`config.mk`:
```
export PLATFORM = sky130hd
export DESIGN_NAME = cpc_bank_ctrl
export DESIGN_NICKNAME = d
export VERILOG_FILES = /design/src/rtl/cpc_bank_pkg.sv /design/src/rtl/io_strobe_sync.sv /design/src/rtl/cpc_bank_ctrl.sv
export SDC_FILE = /design/constraint.sdc
export NUM_CORES = 1
export LEC_CHECK = 0
export CAP_MARGIN = 10
export CORE_MARGIN = 2
export CORE_UTILIZATION = 31
export CTS_CLUSTER_DIAMETER = 80
export DETAILED_ROUTE_END_ITERATION = 8
export GPL_TIMING_DRIVEN = 0
export PLACE_DENSITY = 0.83
export SKIP_CTS_REPAIR_TIMING = 1
export SYNTH_ARGS = -nofsm -noshare
export SYNTH_HDL_FRONTEND = slang
export SYNTH_SLANG_ARGS = --single-unit
```
`constraint.sdc`:
```
create_clock -name clock -period 3 [get_ports clock]
set_clock_uncertainty 0.2 [all_clocks]
set_input_delay 0.3 -clock clock [delete_from_list [all_inputs] [get_ports clock]]
set_output_delay 0.3 -clock clock [all_outputs]
set_load 0.02 [all_outputs]
```
`src/rtl/cpc_bank_pkg.sv`:
```
// Shared constants and segment-mapping rules for the CPC RAM expansion bank controller.
package cpc_bank_pkg;

  typedef enum logic [2:0] {
    MODE_0 = 3'd0,
    MODE_1 = 3'd1,
    MODE_2 = 3'd2,
    MODE_3 = 3'd3,
    MODE_4 = 3'd4,
    MODE_5 = 3'd5,
    MODE_6 = 3'd6,
    MODE_7 = 3'd7
  } mode_t;

  // Gate Array port decode: adr[15:14] and the RAM-config command in data[7:6]
  localparam logic [1:0] GA_PORT_SEL = 2'b01;
  localparam logic [1:0] GA_CMD_RAM  = 2'b11;

  // Returns {is_exp, page[1:0]} for segment seg under the given mode.
  function automatic logic [2:0] map_segment(input mode_t mode, input logic [1:0] seg);
    logic [2:0] m;
    logic [2:0] mv;
    mv = mode;
    m  = {1'b0, seg};
    case (mode)
      MODE_0: m = {1'b0, seg};
      MODE_1: if (seg == 2'd3) m = {1'b1, 2'd3};
      MODE_2: m = {1'b1, seg};
      MODE_3: begin
        if (seg == 2'd1)      m = {1'b0, 2'd3};
        else if (seg == 2'd3) m = {1'b1, 2'd3};
      end
      default: if (seg == 2'd1) m = {1'b1, mv[1:0]};
    endcase
    return m;
  endfunction

endpackage

```
`src/rtl/io_strobe_sync.sv`:
```
// Synchronises an asynchronous write strobe and emits a one-clock load pulse per assertion.
module io_strobe_sync #(
  parameter int unsigned STAGES = 2
) (
  input  logic clock,
  input  logic resetb,
  input  logic strobe,
  output logic load
);

  logic [STAGES-1:0] sync;
  logic              prev;
  logic              primed;

  // First clock after reset loads every stage from the live strobe, so a
  // strobe already held across reset release is not mistaken for a new edge.
  always_ff @(posedge clock or negedge resetb) begin
    if (!resetb) begin
      sync   <= '0;
      prev   <= 1'b0;
      primed <= 1'b0;
    end else if (!primed) begin
      sync   <= {STAGES{strobe}};
      prev   <= strobe;
      primed <= 1'b1;
    end else begin
      sync <= {sync[STAGES-2:0], strobe};
      prev <= sync[STAGES-1];
    end
  end

  // Qualified by the live strobe: the bus data is latched on this edge, and
  // pulses shorter than STAGES+1 clocks are rejected.
  assign load = primed & sync[STAGES-1] & ~prev & strobe;

endmodule

```
`src/rtl/cpc_bank_ctrl.sv`:
```
// 6128-style RAM bank controller: snoops Gate Array writes into cfg and decodes memory cycles.
module cpc_bank_ctrl
  import cpc_bank_pkg::*;
#(
  parameter int unsigned BLOCK_BITS  = 3,
  parameter int unsigned SYNC_STAGES = 2
) (
  input  logic                  clock,
  input  logic                  resetb,
  input  logic [15:0]           adr,
  input  logic [7:0]            data,
  input  logic                  iorq_b,
  input  logic                  wr_b,
  input  logic                  mreq_b,
  input  logic                  m1_b,
  input  logic                  rfsh_b,
  output logic                  ram_ce_b,
  output logic [BLOCK_BITS+1:0] ram_a,
  output logic                  ramdis,
  output logic [1:0]            int_page,
  output logic [BLOCK_BITS+2:0] cfg
);

  logic                  wstrobe;
  logic                  load;
  logic [1:0]            seg;
  logic [2:0]            tgt;
  logic [BLOCK_BITS-1:0] block;
  logic                  unused_adr;

  assign unused_adr = ^adr[13:0];

  assign wstrobe = ~iorq_b & ~wr_b & m1_b &
                   (adr[15:14] == GA_PORT_SEL) & (data[7:6] == GA_CMD_RAM);

  io_strobe_sync #(.STAGES(SYNC_STAGES)) u_sync (
    .clock  (clock),
    .resetb (resetb),
    .strobe (wstrobe),
    .load   (load)
  );

  always_ff @(posedge clock or negedge resetb) begin
    if (!resetb)   cfg <= '0;
    else if (load) cfg <= {data[3 +: BLOCK_BITS], data[2:0]};
  end

  always_comb begin
    seg      = adr[15:14];
    block    = cfg[BLOCK_BITS+2:3];
    tgt      = map_segment(mode_t'(cfg[2:0]), seg);
    ram_a    = {block, tgt[1:0]};
    ram_ce_b = 1'b1;
    ramdis   = 1'b0;
    int_page = tgt[1:0];
    if (tgt[2]) begin
      ram_ce_b = mreq_b | ~rfsh_b;
      ramdis   = ~mreq_b & rfsh_b;
      int_page = seg;
    end
  end

endmodule

```
# Word level (Yosys, flattened, before mapping)
# Cells that the tools add are included.
# Widths: inputs -> output; s select.
# word_totals
reg_bits	10
latch_bits	0
mem_bits_rw	0
mem_bits_ro	0
input_bits	31
wordCells	34
mem_count	0
# classes
addsub	0
n_mul	0
div_mod_pow	0
order_cmp	0
n_eq_ne	6
shifts	0
n_mux	9
bitwise_logic	14
reduce_logical	1
# ops
operator	count
$pmux 3 s4	1
$mux 3	3
$and 1x1->1	8
$eq 3x2->1 const B	2
$not 1->1	5
$eq 2x2->1 const B	2
$mux 2	2
$eq 3x1->1 const B	1
$logic_not 3->1	1
$mux 1	3
$eq 2x1->1 const B	1
$or 1x1->1	1

# Longest topological paths before layout
# Gate-level depths: netlist of run 1.
# logic_depth
depth_word	6
mapped_depth	3

# By module
# Synthesis of run 1 repeated with hierarchy kept, for this count alone.
# hier_totals
cells_unflattened	39
area_unflattened_um2	488.0
# by_module_without_submodules
mod	instances	cells_per_inst	area_each_um2
cpc_bank_ctrl	1	31	350.3
io_strobe_sync	1	8	137.6

# Least setup slack after synthesis of run 1
# No wires, ideal clock.
# synth_timing
kind	input port to flip-flop
start	input iorq_b
end	register cfg[0]
setup_time_ps	125
arrival_time_ps	1314
required_ps	2675
path_slack_ps	1361
path_stages	3
path_buffers	0
cell_sequence	nand4bb_1 > nor4_4 > mux2_2
# synth_between
elab_chain_len	6
# synth_rtl
item	line	text
from (decl)	cpc_bank_ctrl.sv:12	input logic iorq_b,
$not 1->1	cpc_bank_ctrl.sv:33	assign wstrobe = ~iorq_b & ~wr_b & m1_b &
$and 1x1->1 (3 in a row)	cpc_bank_ctrl.sv:33	
$and 1x1->1	cpc_bank_ctrl.sv:34	(adr[15:14] == GA_PORT_SEL) & (data[7:6] == GA_CMD_RAM);
$and 1x1->1	io_strobe_sync.sv:34	assign load = primed & sync[STAGES-1] & ~prev & strobe;
to (signal assigned)	cpc_bank_ctrl.sv:45	else if (load) cfg <= {data[3 +: BLOCK_BITS], data[2:0]};
to (decl)	cpc_bank_ctrl.sv:21	output logic [BLOCK_BITS+2:0] cfg
# No other way between the ends.
# A chain may end at the register's enable or synchronous reset.

# Final worst setup path of run 1
# layout_timing
start	input adr[14]
end	output ramdis
# layout_between
elab_chain_len	5
# layout_rtl
item	line	text
from (decl)	cpc_bank_ctrl.sv:10	input logic [15:0] adr,
$eq 2x2->1	cpc_bank_pkg.sv:27, cpc_bank_pkg.sv:31	
$mux 3	cpc_bank_pkg.sv:27, cpc_bank_pkg.sv:31	
$mux 3	cpc_bank_pkg.sv:30	if (seg == 2'd1) m = {1'b0, 2'd3};
$pmux 3 s4 *	cpc_bank_pkg.sv:25	case (mode)
$mux 1 *	cpc_bank_ctrl.sv:56	if (tgt[2]) begin
to (decl)	cpc_bank_ctrl.sv:19	output logic ramdis,
# Every way passes the cells marked *; elsewhere a longest branch is shown, timed or not.

==> summary.txt, run 1 <==
Pwr
  – Total chip power: 295 uW
  – Worst VDD drop: 0.000237 V
  – Clock power share: 39.5%
  – Pleak: 0.000374 uW
  – Sw Ratio: 19.9%
  – Flop pwr share: a little under half
  – Power Dens Cells: 342 nW/um^2
  – Comb pwr share: 14.0%
  – Pint: 236 uW
  – Psw: 58.7 uW

Worst setup path
  – Critical Path RT: about 2.5 ns
  – Setup CP Type: input port to output port
  – CP Launch Type: input port
  – Reg2Reg Setup Slack: 1.41 ns
  – Critical Path Sink Type: output port
  – CP max FO: 6
  – Worst EP arrival: about 2.0 ns

Timing
  – Fmax: roughly 0.40 GHz
  – Tmin final: about 2.5 ns
  – Post-Route Setup TNS: 0 ns
  – Final setup fails: 0
  – Crit share post-route: 83.4%
  – Max Slew Vio Count: 0
  – Hold slack: 0.139 ns
  – Fin. Hold Viols: 0
  – Final Worst Setup Slack: 0.497 ns
  – RSZ-0062 raised after global routing: false

Floorplan
  – Die Ht: 44.0 um
  – Die ar.: 1940 um^2
  – Site row count: 14
  – I/O pin count: 46
  – Initial core utilization: 33.0%
  – CORE AREA: 1510 um^2
  – Horiz. Die Dim: 44.0 um

Yosys
  – Post-synth top area cell: dfrtp_1
  – Ys Warns: 0
  – Synth Area per Inst: 11.6 um^2
  – Most common flop cell mapped by yosys: dfrtp_1
  – Number of synthesized flops with an enable pin: 0
  – Top-count cell post-synth: dfrtp_1
  – Synth area leaders: dfrtp_1, mux2_2, buf_4
  – Synth Register Bits: 10
  – Async SR Flop Fraction: 100%
  – Synth Instances: 43
  – Mapped Area: 497 um^2
  – Register area share after synthesis: roughly 50%
  – Syn_nets: 74
  – Yosys top cell area share: about 50%
  – Post-synth top cells: dfrtp_1, mux2_2, inv_1
  – Yosys cell types: 18

Drt
  – DRC: 0
  – Avg WL per Cell: 11.4 um
  – Final WL: 1070 um
  – 1st-pass router iterations: 4
  – Vias: 451
  – Post-route ant nets: 0
  – Via density per instance: 4.80
  – Number of DRC markers in iteration 0: 5

Status
  – Status: finished, final reports clean

Placed design
  – DP Area: 827 um^2
  – Setup WS pre-CTS: 0.510 ns
  – GPL Wtd Cong: roughly 0.7
  – HPWL after detailed placement: roughly 850 um
  – Port bufs: 31

Clock network
  – CTS root buf: clkbuf_4
  – Clk slew on worst S/H paths: around 0.070 ns
  – H-tree levels: 1
  – Clock Tree Buf Depth: 2
  – Sink Count: 10
  – CTS tree: yes
  – CTS Buf Count: 3
  – Clock latency on the worst-skew pair: 0.26 ns

Job
  – Max-cap violation count: 0

Global routing
  – First-pass GRT wire length: 1850 um
  – Grt ovf: 0
  – Largest net degree at the start of global routing: 11
  – Initial antenna violation count: 0
  – Vias in the first global route: 486
  – Gr usage total: 12.9%

Final layout
  – Sequential cell area: 250 um^2
  – ANT cells: 0
  – Fillers: 143
  – Area grow syn2layout: 73.8%
  – Fraction of layout cells with a size suffix above 1: 19.2%
  – Footprint of the multi-input gates: 201 um^2
  – Post-route cell area: 863 um^2
  – Final Net Count: 110

Worst hold path
  – Worst Hold Class: input port to asynchronous set/reset pin
per-stage QoR:
stage | cells | utilization (%)
floorplan | 43 | -
global placement | 90 | 54.9
detailed placement | 90 | 54.9
CTS | 94 | 57.3
global route | 94 | 57.3
finish | 94 | 57.3
area by class of cell:
type	instances	share of cell area [%]
timing repair buffer	31	35.9
sequential	10	29.0
multi-input combinational	24	23.3
clock buffer	4	4.20
buffer	4	3.04
tap	16	2.32
inverter	5	2.17
sequential cells by signal, indices dropped and copies added, names as in the netlist:
name	cells
u_sync.sync	2
u_sync.primed	1
u_sync.prev	1
cfg	6
power by group through the flow:
stage	clock network (uW)	logic (uW)	registers (uW)
2_1_floorplan	0	9.88	140
3_3_place_gp	0	40.7	139
3_5_place_dp	0	41.5	140
4_1_cts	121	41.8	137
5_1_grt	129	44.7	137
6_report	117	41.3	137
layout by cell type (no fill, tap or decap), drive strengths merged:
cell type	instances
nand2	2
conb	1
buf	3
dfrtp	10
clkbuf	5
nand2b	1
o2111a	1
o21ai	4
o2111ai	1
mux2	6
nand3b	1
or2	1
nand4bb	1
clkdlybuf4s50	31
nor4	1
nand3	1
inv	5
o31a	2
o211ai	1
worst max-delay path: stages:
cell             delay [ns]
clkdlybuf4s50_1        0.56
inv_1                  0.08
o21ai_0                0.24
o2111a_1               0.23
clkdlybuf4s50_1        0.60
final timing paths:
check | end | depth (start not counted) | start
max | ramdis | 5 | adr[14]
min | u_sync.sync[0]$_DFF_PN0_ | 1 | resetb
max reg2reg | cfg[0]$_DFFE_PN0P_ | 2 | u_sync.prev$_DFF_PN0_
min reg2reg | u_sync.sync[1]$_DFF_PN0_ | 2 | u_sync.sync[0]$_DFF_PN0_
max in group asynchronous | cfg[5]$_DFFE_PN0P_ | 1 | resetb
min in group clock | u_sync.sync[1]$_DFF_PN0_ | 2 | u_sync.sync[0]$_DFF_PN0_
layer usage:
layer	global-route usage [%]	share of wire [%]
met5	0	0
met4	7.27	1.3
met3	3.27	8.5
met2	22.9	49
met1	13.9	41
cell families (layout without fill, tap and decap cells):
| logic type | count (synthesis) | count (layout) | synth area share, % |
|---|---|---|---|
| AO/OA/AOI/OAI | 9 | 9 | 13.1 |
| buffers and inverters | 9 | 44 | 9.07 |
| flip-flops | 10 | 10 | 50.4 |
| multiplexers | 6 | 6 | 13.6 |
| other | 1 | 1 | 0.755 |
| AND/OR/NAND/NOR | 8 | 8 | 13.1 |
(Power assumes the default switching activity.)
==> inputs of run 2 (changes only) <==
--- a/config.mk
+++ b/config.mk
@@ -7,11 +7,11 @@
 export LEC_CHECK = 0
 export CAP_MARGIN = 10
 export CORE_MARGIN = 2
-export CORE_UTILIZATION = 31
+export CORE_UTILIZATION = 26
 export CTS_CLUSTER_DIAMETER = 80
 export DETAILED_ROUTE_END_ITERATION = 8
 export GPL_TIMING_DRIVEN = 0
-export PLACE_DENSITY = 0.83
+export PLACE_DENSITY = 0.74
 export SKIP_CTS_REPAIR_TIMING = 1
 export SYNTH_ARGS = -nofsm -noshare
 export SYNTH_HDL_FRONTEND = slang
==> constraint.sdc (replaced) <==
create_clock -name clock -period 2 [get_ports clock]
set_clock_uncertainty 0.2 [all_clocks]
set_input_delay 0.2 -clock clock [delete_from_list [all_inputs] [get_ports clock]]
set_output_delay 0.2 -clock clock [all_outputs]
set_load 0.02 [all_outputs]
==> run 2 against run 1 <==
  * Critical path depth is 2 lower
  * Total power is 50% higher
  * Non-clock buffer count stayed put
  * Sequential share of layout area is 0.60 points lower
  * Combinational power is 47% higher
  * Hold slack worse by 0.10 ns
  * Clock power is 51% higher
  * Sequential cell count stayed put
  * Cell area is 2.6% higher
==> summary.txt, run 2 (synthesized netlist as in run 1, its figures left out) <==
Worst setup path
  – Slowest stage delay, CP: 0.53 ns (-0.07 ns)
  – Setup CP Type: flop to output port
  – Worst EP arrival: 1.55 ns (-0.45 ns)
  – Critical Path Sink Type: output port
  – CP max stage cell: clkdlybuf4s50_1
  – Crit path max-delay family: buffers and inverters
  – Critical Path RT: 1.60 ns (-0.90 ns)
  – CP Launch Type: flop
  – Crit path cell chain: inv_1 -> o31a_1 -> clkdlybuf4s50_1
  – Critical path buffer and inverter count: 2 (-1)
  – CP max FO: 7 (+1)

Floorplan
  – Die Ht: 47.7 um (+8.4%)
  – Horiz. Die Dim: 47.7 um (+8.4%)
  – I/O pin count: 46 (unchanged)
  – Site row count: 15 (+1)
  – CORE AREA: 1760 um^2 (+17%)
  – Initial core utilization: 28.2% (-4.8 points)
  – Die ar.: 2280 um^2 (+17%)

Drt
  – Via density per instance: 4.36 (-9.1%)
  – DRC: 0 (unchanged)
  – Avg WL per Cell: 10.0 um (-12%)
  – Final WL: 1030 um (-3.2%)
  – Number of DRC markers in iteration 0: 5 (unchanged)
  – Vias: 449 (-0.44%)
  – 1st-pass router iterations: 2 (-2)
  – Post-route ant nets: 0 (unchanged)

Final layout
  – Fraction of layout cells with a size suffix above 1: 20.5% (+1.3 points)
  – Non-filler cells, final: 103 (+9.6%)
  – Area grow syn2layout: 78.3%
  – Fillers: 177 (+24%)
  – Top flop regs: cfg: 6 flops, u_sync.sync: 2 flops
  – Number of flip-flops in the largest register: 6 (unchanged)
  – Most common cell after layout, fill and taps aside: clkdlybuf4s50_1
  – Biggest register: cfg
  – Most frequent cells in the layout: clkdlybuf4s50_1, dfrtp_1, mux2_2
  – ANT cells: 0 (unchanged)
  – Post-route cell area: 886 um^2 (+2.6%)
  – Footprint of the multi-input gates: 201 um^2 (unchanged)
  – Fin util: 50.2% (-7.1 points)
  – Final Net Count: 110 (unchanged)
  – Sequential cell area: 251 um^2 (+0.50%)

Placed design
  – HPWL after detailed placement: 854 um (+0.32%)
  – DP Area: 838 um^2 (+1.4%)
  – Port bufs: 31 (unchanged)
  – Placed insts: 99 (+10%)
  – GPL Wtd Cong: 0.643 (-7.2%)

Global routing
  – Largest net degree at the start of global routing: 11 (unchanged)
  – Initial antenna violation count: 0 (unchanged)
  – Grt ovf: 0 (unchanged)
  – Gr usage total: 10.2% (-2.7 points)
  – First-pass GRT wire length: 1570 um (-15%)
  – Vias in the first global route: 413 (-15%)

Clock network
  – Clock latency on the worst-skew pair: 0.26 ns (about the same)
  – CTS root buf: clkbuf_4
  – CTS tree: yes
  – CTS Buf Count: 3 (unchanged)
  – Clk slew on worst S/H paths: 0.06 ns (about the same)
  – H-tree levels: 1 (unchanged)
  – Clock Tree Buf Depth: 2 (unchanged)
  – Sink Count: 10 (unchanged)

Timing
  – Max Slew Vio Count: 0 (unchanged)
  – Final setup fails: 0 (unchanged)
  – Tmin final: slightly below 2 ns
  – RSZ-0062 raised after global routing: false
  – Crit share post-route: 97.3%
  – Fin. Hold Viols: 0 (unchanged)
  – Fmax: 0.514 GHz
  – Hold slack: 0.0340 ns (-0.105 ns)

Pwr
  – Worst VDD drop: 0.000298 V (+26%)
  – Pleak: 0.000409 uW (+9.3%)
  – Power Dens Cells: 501 nW/um^2 (+47%)
  – Total chip power: 444 uW (+50%)

Worst hold path
  – Worst Hold Class: input port to asynchronous set/reset pin

Status
  – Status: finished, final reports clean

Job
  – Max-cap violation count: 0 (unchanged)
==> run 2: cell types whose count changed in the layout (fill, tap and decap cells not counted), sizes merged <==
cell,previous run,this run
clkdlybuf4s50,31,27
dlymetal6s2s,0,4
==> run 2: cell type report <==
cell class              count  share of cell area, %
repair buffers             31                   36.2
flip-flops and latches     10                   28.4
multi-input cells          24                   22.7
clock buffers               4                   4.10
well taps                  25                   3.53
plain buffers               4                   2.97
inverters                   5                   2.12
==> run 2: path summary, 6_finish.rpt <==
check | startpoint | to | slack, ns | cells past startpoint
min in group clock | u_sync.sync[0]$_DFF_PN0_ | u_sync.sync[1]$_DFF_PN0_ | 0.26 | 2
max in group asynchronous | resetb | cfg[2]$_DFFE_PN0P_ | 1.25 | 1
worst max register to register | u_sync.prev$_DFF_PN0_ | cfg[4]$_DFFE_PN0P_ | 0.43 | 2
worst min-delay path | resetb | cfg[1]$_DFFE_PN0P_ | 0.03 | 1
worst max-delay path | cfg[2]$_DFFE_PN0P_ | ram_a[0] | 0.05 | 3
worst min register to register | u_sync.sync[0]$_DFF_PN0_ | u_sync.sync[1]$_DFF_PN0_ | 0.26 | 2
==> run 2: power breakdown <==
part	switching, uW	internal [uW]	total [uW]
registers	1.41	204	205
clock network	66.8	110	177
logic	21.4	39.5	60.8
total	89.5	354	444
==> run 2: stage by stage <==
stage,setup WS [ns],TNS [ns]
2_1_floorplan,0.461,0
3_3_place_gp,-0.280,-1.09
3_5_place_dp,-0.263,-1.14
4_1_cts,-0.277,-0.583
5_1_grt,0.000628,0
6_report,0.0545,0
==> run 2: per-layer routing <==
layer	global-route usage, %	vias to the layer above	part of all wire (%)
li1	-	219	-
met3	3.02	2	15
met5	0	-	0
met2	18.1	25	45
met4	6.49	0	1.4
met1	10.3	203	38
